### config.mk
export PLATFORM = sky130hd
export DESIGN_NAME = mdio_sched_flat
export DESIGN_NICKNAME = d
export VERILOG_FILES = /design/src/rtl/mdio_sched_if.sv /design/src/rtl/mdio_sched.sv /design/src/flat_wrapper.sv
export SDC_FILE = /design/constraint.sdc
export NUM_CORES = 1
export LEC_CHECK = 0
export BUFFER_PORTS_ARGS = -buffer_cell sky130_fd_sc_hd__buf_2
export CORE_MARGIN = 2
export CORE_UTILIZATION = 41
export CTS_CLUSTER_DIAMETER = 50
export CTS_CLUSTER_SIZE = 30
export DETAILED_ROUTE_END_ITERATION = 10
export PLACE_DENSITY_LB_ADDON = 0.25
export SYNTH_ARGS = -nofsm -noshare
export SYNTH_HDL_FRONTEND = slang
export SYNTH_SLANG_ARGS = --single-unit
### constraint.sdc
create_clock -name clk -period 2.94 [get_ports clk]
set_input_delay 0.147 -clock clk [delete_from_list [all_inputs] [get_ports clk]]
set_output_delay 0.147 -clock clk [all_outputs]
set_load 0.02 [all_outputs]
### src/rtl/mdio_sched_if.sv
// Bus bundles around the MDIO command scheduler: the host register port and
// the request port into the MDIO engine.

interface mdio_host_if;
  logic        h_valid;
  logic        h_write;
  logic [4:0]  h_addr;
  logic [15:0] h_wdata;
  logic        h_ready;
  logic        h_rvalid;
  logic [15:0] h_rdata;
  logic        h_err;

  modport master (
    output h_valid, h_write, h_addr, h_wdata,
    input  h_ready, h_rvalid, h_rdata, h_err
  );
  modport slave (
    input  h_valid, h_write, h_addr, h_wdata,
    output h_ready, h_rvalid, h_rdata, h_err
  );
endinterface

interface mdio_req_if;
  logic        m_valid;
  logic        m_write;
  logic [4:0]  m_addr;
  logic [15:0] m_wdata;
  logic        m_done;
  logic [15:0] m_rdata;

  modport master (
    output m_valid, m_write, m_addr, m_wdata,
    input  m_done, m_rdata
  );
  modport slave (
    input  m_valid, m_write, m_addr, m_wdata,
    output m_done, m_rdata
  );
endinterface

### src/rtl/mdio_sched.sv
// MDIO command scheduler: replays a PHY init write table after reset, then
// shares the MDIO engine between a periodic link poller and a host port.

module mdio_sched #(
  parameter int unsigned             INIT_LEN    = 4,
  parameter logic [21*INIT_LEN-1:0]  INIT_TABLE  = '0,
  parameter int unsigned             POLL_PERIOD = 2_500_000,
  parameter logic [4:0]              STATUS_REG  = 5'd1,
  parameter int unsigned             LINK_BIT    = 2,
  parameter int unsigned             TIMEOUT     = 4096
) (
  input  logic        clk,
  input  logic        reset,
  mdio_host_if.slave  host,
  mdio_req_if.master  mdio,
  output logic        init_done,
  output logic        init_err,
  output logic        link_up,
  output logic        link_chg
);

  typedef enum logic [1:0] {IDLE, ISSUE, GAP} state_t;
  typedef enum logic [1:0] {SRC_INIT, SRC_POLL, SRC_HOST} src_t;

  localparam int unsigned TW = $clog2(TIMEOUT + 1);
  localparam int unsigned PW = $clog2(POLL_PERIOD + 1);

  state_t         state, state_nxt;
  src_t           src, src_sel;
  logic [4:0]     idx;
  logic [TW-1:0]  tcnt;
  logic [PW-1:0]  poll_cnt;
  logic           poll_pend;
  logic           poll_wrap, pend_any, timed_out, issue_end, start;
  logic [20:0]    init_entry;

  assign init_entry = INIT_TABLE[21*int'(idx) +: 21];
  // A wrap in the current cycle already counts as pending, so the poll beats a
  // host request arriving in the same IDLE cycle.
  assign poll_wrap  = init_done && (poll_cnt == PW'(POLL_PERIOD - 1));
  assign pend_any   = poll_pend || poll_wrap;
  assign timed_out  = (tcnt == TW'(TIMEOUT - 1));
  assign issue_end  = (state == ISSUE) && (mdio.m_done || timed_out);
  assign start      = (state == IDLE) && (state_nxt == ISSUE);

  // NOTE: clocked state uses non-blocking assignments so every register
  // samples pre-edge values regardless of process ordering.
  always_ff @(posedge clk) begin
    if (reset) state <= IDLE;
    else       state <= state_nxt;
  end

  // NOTE: every always_comb output gets a default first so no path infers a latch.
  always_comb begin
    state_nxt = state;
    src_sel   = SRC_HOST;
    case (state)
      IDLE: begin
        if (!init_done) begin
          state_nxt = ISSUE;
          src_sel   = SRC_INIT;
        end else if (pend_any) begin
          state_nxt = ISSUE;
          src_sel   = SRC_POLL;
        end else if (host.h_valid) begin
          state_nxt = ISSUE;
          src_sel   = SRC_HOST;
        end
      end
      ISSUE:   if (issue_end) state_nxt = GAP;
      GAP:     state_nxt = IDLE;
      default: state_nxt = IDLE;
    endcase
  end

  always_comb begin
    mdio.m_valid = (state == ISSUE);
    host.h_ready = (state == IDLE) && init_done && !pend_any;
  end

  always_ff @(posedge clk) begin
    if (reset) begin
      src          <= SRC_INIT;
      idx          <= '0;
      tcnt         <= '0;
      poll_cnt     <= '0;
      poll_pend    <= 1'b0;
      init_done    <= 1'b0;
      init_err     <= 1'b0;
      link_up      <= 1'b0;
      link_chg     <= 1'b0;
      mdio.m_write <= 1'b0;
      mdio.m_addr  <= '0;
      mdio.m_wdata <= '0;
      host.h_rvalid <= 1'b0;
      host.h_rdata  <= '0;
      host.h_err    <= 1'b0;
    end else begin
      link_chg      <= 1'b0;
      host.h_rvalid <= 1'b0;
      tcnt          <= (state == ISSUE) ? tcnt + 1'b1 : '0;

      if (init_done) poll_cnt <= poll_wrap ? '0 : poll_cnt + 1'b1;
      if (start && src_sel == SRC_POLL) poll_pend <= 1'b0;
      else if (poll_wrap)               poll_pend <= 1'b1;

      // Request fields are latched once and held through ISSUE, GAP and IDLE.
      if (start) begin
        src <= src_sel;
        case (src_sel)
          SRC_INIT: begin
            mdio.m_write <= 1'b1;
            mdio.m_addr  <= init_entry[20:16];
            mdio.m_wdata <= init_entry[15:0];
          end
          SRC_POLL: begin
            mdio.m_write <= 1'b0;
            mdio.m_addr  <= STATUS_REG;
            mdio.m_wdata <= '0;
          end
          default: begin
            mdio.m_write <= host.h_write;
            mdio.m_addr  <= host.h_addr;
            mdio.m_wdata <= host.h_wdata;
          end
        endcase
      end

      if (issue_end) begin
        case (src)
          SRC_INIT: begin
            idx <= idx + 1'b1;
            if (!mdio.m_done) init_err <= 1'b1;
          end
          SRC_POLL: begin
            if (mdio.m_done) begin
              link_up  <= mdio.m_rdata[LINK_BIT];
              link_chg <= mdio.m_rdata[LINK_BIT] != link_up;
            end
          end
          default: begin
            host.h_rvalid <= 1'b1;
            host.h_err    <= !mdio.m_done;
            host.h_rdata  <= (mdio.m_done && !mdio.m_write) ? mdio.m_rdata : '0;
          end
        endcase
      end

      if (state == GAP && src == SRC_INIT && idx == 5'(INIT_LEN)) init_done <= 1'b1;
    end
  end

endmodule

### src/flat_wrapper.sv
// flat-port wrapper written by rule: the top's interface ports become plain ports
module mdio_sched_flat 
#(
  parameter int unsigned             INIT_LEN    = 4,
  parameter logic [21*INIT_LEN-1:0]  INIT_TABLE  = '0,
  parameter int unsigned             POLL_PERIOD = 2_500_000,
  parameter logic [4:0]              STATUS_REG  = 5'd1,
  parameter int unsigned             LINK_BIT    = 2,
  parameter int unsigned             TIMEOUT     = 4096
)
  (clk, reset, init_done, init_err, link_up, link_chg, host_h_valid, host_h_write, host_h_addr, host_h_wdata, host_h_ready, host_h_rvalid, host_h_rdata, host_h_err, mdio_m_valid, mdio_m_write, mdio_m_addr, mdio_m_wdata, mdio_m_done, mdio_m_rdata);
  mdio_host_if host_i ();
  mdio_req_if mdio_i ();
  input  logic clk;
  input  logic reset;
  output logic init_done;
  output logic init_err;
  output logic link_up;
  output logic link_chg;
  input wire logic [$bits(host_i.h_valid)-1:0] host_h_valid;
  input wire logic [$bits(host_i.h_write)-1:0] host_h_write;
  input wire logic [$bits(host_i.h_addr)-1:0] host_h_addr;
  input wire logic [$bits(host_i.h_wdata)-1:0] host_h_wdata;
  output wire logic [$bits(host_i.h_ready)-1:0] host_h_ready;
  output wire logic [$bits(host_i.h_rvalid)-1:0] host_h_rvalid;
  output wire logic [$bits(host_i.h_rdata)-1:0] host_h_rdata;
  output wire logic [$bits(host_i.h_err)-1:0] host_h_err;
  output wire logic [$bits(mdio_i.m_valid)-1:0] mdio_m_valid;
  output wire logic [$bits(mdio_i.m_write)-1:0] mdio_m_write;
  output wire logic [$bits(mdio_i.m_addr)-1:0] mdio_m_addr;
  output wire logic [$bits(mdio_i.m_wdata)-1:0] mdio_m_wdata;
  input wire logic [$bits(mdio_i.m_done)-1:0] mdio_m_done;
  input wire logic [$bits(mdio_i.m_rdata)-1:0] mdio_m_rdata;
  assign host_i.h_valid = host_h_valid;
  assign host_i.h_write = host_h_write;
  assign host_i.h_addr = host_h_addr;
  assign host_i.h_wdata = host_h_wdata;
  assign host_h_ready = host_i.h_ready;
  assign host_h_rvalid = host_i.h_rvalid;
  assign host_h_rdata = host_i.h_rdata;
  assign host_h_err = host_i.h_err;
  assign mdio_m_valid = mdio_i.m_valid;
  assign mdio_m_write = mdio_i.m_write;
  assign mdio_m_addr = mdio_i.m_addr;
  assign mdio_m_wdata = mdio_i.m_wdata;
  assign mdio_i.m_done = mdio_m_done;
  assign mdio_i.m_rdata = mdio_m_rdata;
  mdio_sched #(.INIT_LEN(INIT_LEN), .INIT_TABLE(INIT_TABLE), .POLL_PERIOD(POLL_PERIOD), .STATUS_REG(STATUS_REG), .LINK_BIT(LINK_BIT), .TIMEOUT(TIMEOUT)) u_core (.clk(clk), .reset(reset), .host(host_i), .mdio(mdio_i), .init_done(init_done), .init_err(init_err), .link_up(link_up), .link_chg(link_chg));
endmodule
==> flow_summary.rst <==
.. list-table::
   :header-rows: 1

   * - Metric
     - Value
   * - Outcome
     - completed
   * - Antenna Nets Post-Route
     - 0
   * - Yosys Warn Count
     - 0
   * - Final number of setup-violating endpoints
     - 0
   * - Simple logic cell fraction of the synthesized area
     - 0.275
   * - Proportion of register bits with asynchronous set or reset after synthesis
     - 0
   * - Synthesized area per cell
     - 8.93 sq um
   * - Effective utilization at floorplan
     - 0.423
   * - CP Data Arrival Time
     - 2360 ps
   * - Crit Reg-Reg Endpoint
     - u_core.host.h_rdata[4]
   * - R2R setup slack
     - 730 ps
   * - CP Capture Type
     - output port
   * - Total DRC errors in the routed layout
     - 0
   * - Worst Hold Path EP
     - u_core.host.h_rdata[7]
   * - Number of buffers added on ports
     - 87
   * - Largest stage delay on the critical path
     - 730 ps
   * - Dpl cells
     - 660
   * - Number of global-route vias before repair
     - 3345
   * - Max VDD drop
     - 0.000190 V
   * - Time the final worst path needs with I/O delays and setup
     - 2510 ps
   * - Number of rows in the core area
     - 36
   * - Post-route setup TNS
     - 0 ps
   * - Area share of fa/ha/maj cells after synthesis
     - 0.0121
   * - Number of buffers inserted by post-CTS setup repair
     - 0
   * - PnR worst setup slack
     - 434 ps
   * - Post-Place Cell Area
     - 4660 sq um
   * - Net count after synthesis
     - 511
   * - Width of the die
     - 105 um
   * - Antenna diode count
     - 0
   * - Final design area excluding fillers
     - 4880 sq um
   * - Fraction of the yosys area taken by sequential cells
     - 0.429
   * - Launch instance of the worst min-delay path
     - mdio_m_rdata[7]
   * - Vias post-DR
     - 3656
   * - Cell at the root of the clock tree
     - sky130_fd_sc_hd__clkbuf_8
   * - Worst-case clock skew
     - 16.6 ps
   * - Class of the tightest hold or removal check
     - input port to flip-flop
   * - H-tree level count
     - 3
   * - Finished Layout Cells
     - 680
   * - Worst-path cell chain
     - ha_1 -> nand3_1 -> or4_4 -> o21bai_1 -> nor2_1 -> buf_2
   * - Worst Tran Pin Value
     - 901 ps
   * - Gpl congestion
     - 0.788
   * - Maximum clock insertion buffer count
     - 2
   * - Met2 layer usage reported by global route
     - 0.268
   * - Proportion of layout cells with a drive suffix above 1
     - 0.223
   * - Initial antenna violation count
     - 0
   * - Most instantiated cells after synthesis
     - sky130_fd_sc_hd__dfxtp_1, sky130_fd_sc_hd__nor2_1, sky130_fd_sc_hd__o21ai_0, sky130_fd_sc_hd__inv_1, sky130_fd_sc_hd__clkbuf_1
   * - Layout Nets
     - 588
   * - Worst setup path category
     - flip-flop to output port
   * - Max capacitance violation total
     - 0
   * - Resized cells post-CTS
     - 0
   * - Number of library cell types mapped by synthesis
     - 53
   * - Met1 track demand over resource in global routing
     - 0.234
   * - Unrepaired setup endpoints after global routing
     - false
   * - Fin util
     - 0.497
   * - Area of the mapped netlist
     - 4150 sq um
   * - Drt wl/cell
     - 14.0 um
   * - R2R cell count
     - 5
   * - Category of the worst setup path launch point
     - flip-flop
   * - Post-synthesis sequential element count
     - 89
   * - Number of buffers created by CTS
     - 9
   * - Routed Wire Length
     - 9.51 mm
   * - Global routing usage summed across all routing layers
     - 0.173
   * - Synth-to-Final Area Change
     - 17.5%
   * - Overall power after layout
     - 2.15 mW
   * - Critical Path Fanout Max
     - 28
   * - Clock latency of the later-clocked register in the worst-skew pair
     - 360 ps
   * - Hold Path Cell Cnt
     - 2
   * - Clock-pin slew on the worst setup and hold paths
     - 80 ps
   * - Maximum number of pins on one net before global-route repair
     - 63
   * - Number of standard cells after synthesis
     - 465
   * - DIE AREA
     - 10900 sq um
   * - Clock tree from TritonCTS
     - yes
   * - WP data required
     - 2790 ps
   * - Critical Path Slowest Stage Cell
     - sky130_fd_sc_hd__or4_4
   * - Launch instance of the worst register-to-register path
     - u_core.state[0]
   * - Area share of the largest cell type after synthesis
     - 0.429
   * - Combinational family with the most area after synthesis
     - simple AND/OR/NAND/NOR gates
   * - Complex-gate fraction of the synthesized area
     - 0.168
   * - Most instantiated library cell after synthesis
     - sky130_fd_sc_hd__dfxtp_1
   * - Number of max-slew violations in the final report
     - 0
   * - Worst-case setup slack after placement
     - 751 ps
   * - Tightest slew margin relative to the limit
     - 0.399
   * - Top_reg_cell synth
     - sky130_fd_sc_hd__dfxtp_1
   * - Leakage power
     - 1.88 nW
   * - Routed via count divided by cell count
     - 5.38
   * - Drt initial violations
     - 220
   * - Met3 global-route usage
     - 0.0437
   * - # IOs
     - 88
   * - Cell type with the highest aggregate area in the netlist
     - sky130_fd_sc_hd__dfxtp_1
   * - Count of flip-flops with a built-in enable after synthesis
     - 0
   * - GRT Max-Usage Layer
     - met2
   * - Remaining global-route overflow
     - 0
   * - Ratio of final minimum period to clock period
     - 0.852
   * - Worst Hold Margin
     - 19.2 ps
   * - Count of final hold-check violations
     - 0
   * - Peak Freq
     - 399 MHz
   * - XOR/XNOR share of the synthesized area
     - 0.0485
   * - Post-detailed-placement half-perimeter wirelength
     - 6.36 mm
   * - Number of detailed-route iterations in the first pass
     - 4
   * - Global-route wire length before repair
     - 15.8 mm
   * - Areal power density over the cells
     - 441 nW/um^2
   * - Mux cell area share after synthesis
     - 0.0102
   * - Cts-stage hold buffer count
     - 2
   * - CTS sink count
     - 89
   * - Number of inserted filler cells in the final layout
     - 990
   * - Core region area
     - 9820 sq um
   * - Top area cells in the synthesized netlist
     - sky130_fd_sc_hd__dfxtp_1, sky130_fd_sc_hd__nor4b_1, sky130_fd_sc_hd__o21ai_0, sky130_fd_sc_hd__nand3b_1, sky130_fd_sc_hd__nor2_1
   * - Chip Height
     - 105 um
-- worst max-delay path by stage --
stage                     cells past startpoint                endpoint               start
final                                         6            host_h_ready  u_core.poll_cnt[0]
after global routing                          6            host_h_ready  u_core.poll_cnt[0]
after CTS                                     6            host_h_ready  u_core.poll_cnt[0]
after detailed placement                      5  u_core.host.h_rdata[4]     u_core.state[0]
after global placement                        6            host_h_ready  u_core.poll_cnt[0]
after floorplan                               5           u_core.idx[0]      u_core.tcnt[0]
-- report_power, final --
| group | total, mW | switching (mW) | internal (mW) |
|---|---|---|---|
| logic | 0.142 | 0.0821 | 0.0594 |
| clock network | 0.781 | 0.429 | 0.353 |
| registers | 1.23 | 0.0162 | 1.21 |
| total | 2.15 | 0.527 | 1.63 |
-- cell type report --
cell class                      instances  area (sq um)  share of cell area
Multi-Input combinational cell        319          2130               0.437
Timing Repair Buffer                   97           520               0.107
Clock buffer                           12           155              0.0318
Inverter                               26          97.6              0.0200
Tap cell                              133           166              0.0341
Clock inverter                          4          27.5             0.00564
Sequential cell                        89          1780               0.365
-- critical path: cells and delay by family, from the launching register on --
family          cells  cell delay [ps]
compound gates      1              330
fa+ha+maj           1              210
flops               1              390
simple gates        3              910
buf+inv             1              170
-- per-layer routing --
layer	wire [um]	vias to the layer above
met2	4180	110
met5	0	-
li1	-	1836
met1	4640	1700
met4	113	0
met3	569	10
-- cells in the final DEF (no fill, tap or decap), drive strengths merged, types with 3 or more instances in the layout --
master,netlist,layout
nand2b,7,7
or3,9,9
nor2b,3,3
o211ai,21,21
nand3,11,11
nand3b,21,21
buf,8,93
nor4,5,5
and3,3,3
nand4b,3,3
a22o,14,14
nand4,15,15
clkbuf,23,12
xnor2,13,13
ha,4,4
a21oi,20,20
o21ai,35,35
and4,5,5
dlygate4sd3,0,4
or4,3,3
xor2,10,10
clkinvlp,0,3
nor2,42,42
dfxtp,89,89
inv,26,26
nand2,15,15
nor4b,23,23
nor3,10,10
-- flip-flops by register name (all words and copies together) (netlist names) --
| register | count |
|---|---|
| u_core.state | 2 |
| u_core.host.h_rvalid | 1 |
| u_core.host.h_err | 1 |
| u_core.mdio.m_wdata | 16 |
| u_core.src | 2 |
| u_core.idx | 5 |
| u_core.mdio.m_write | 1 |
| u_core.host.h_rdata | 16 |
| u_core.poll_cnt | 22 |
| u_core.mdio.m_addr | 5 |
| u_core.poll_pend | 1 |
| u_core.tcnt | 13 |
| u_core.link_up | 1 |
| u_core.link_chg | 1 |
| u_core.init_err | 1 |
| u_core.init_done | 1 |
-- cell families (layout without fill, tap and decap cells) --
logic type | after synthesis | in the layout
buffers and inverters | 57 | 139
flip-flops | 89 | 89
XOR/XNOR | 23 | 23
AO/OA/AOI/OAI | 104 | 104
AND/OR/NAND/NOR | 184 | 184
multiplexers | 4 | 4
adder cells (fa/ha/maj) | 4 | 4
(Power assumes the default switching activity.)
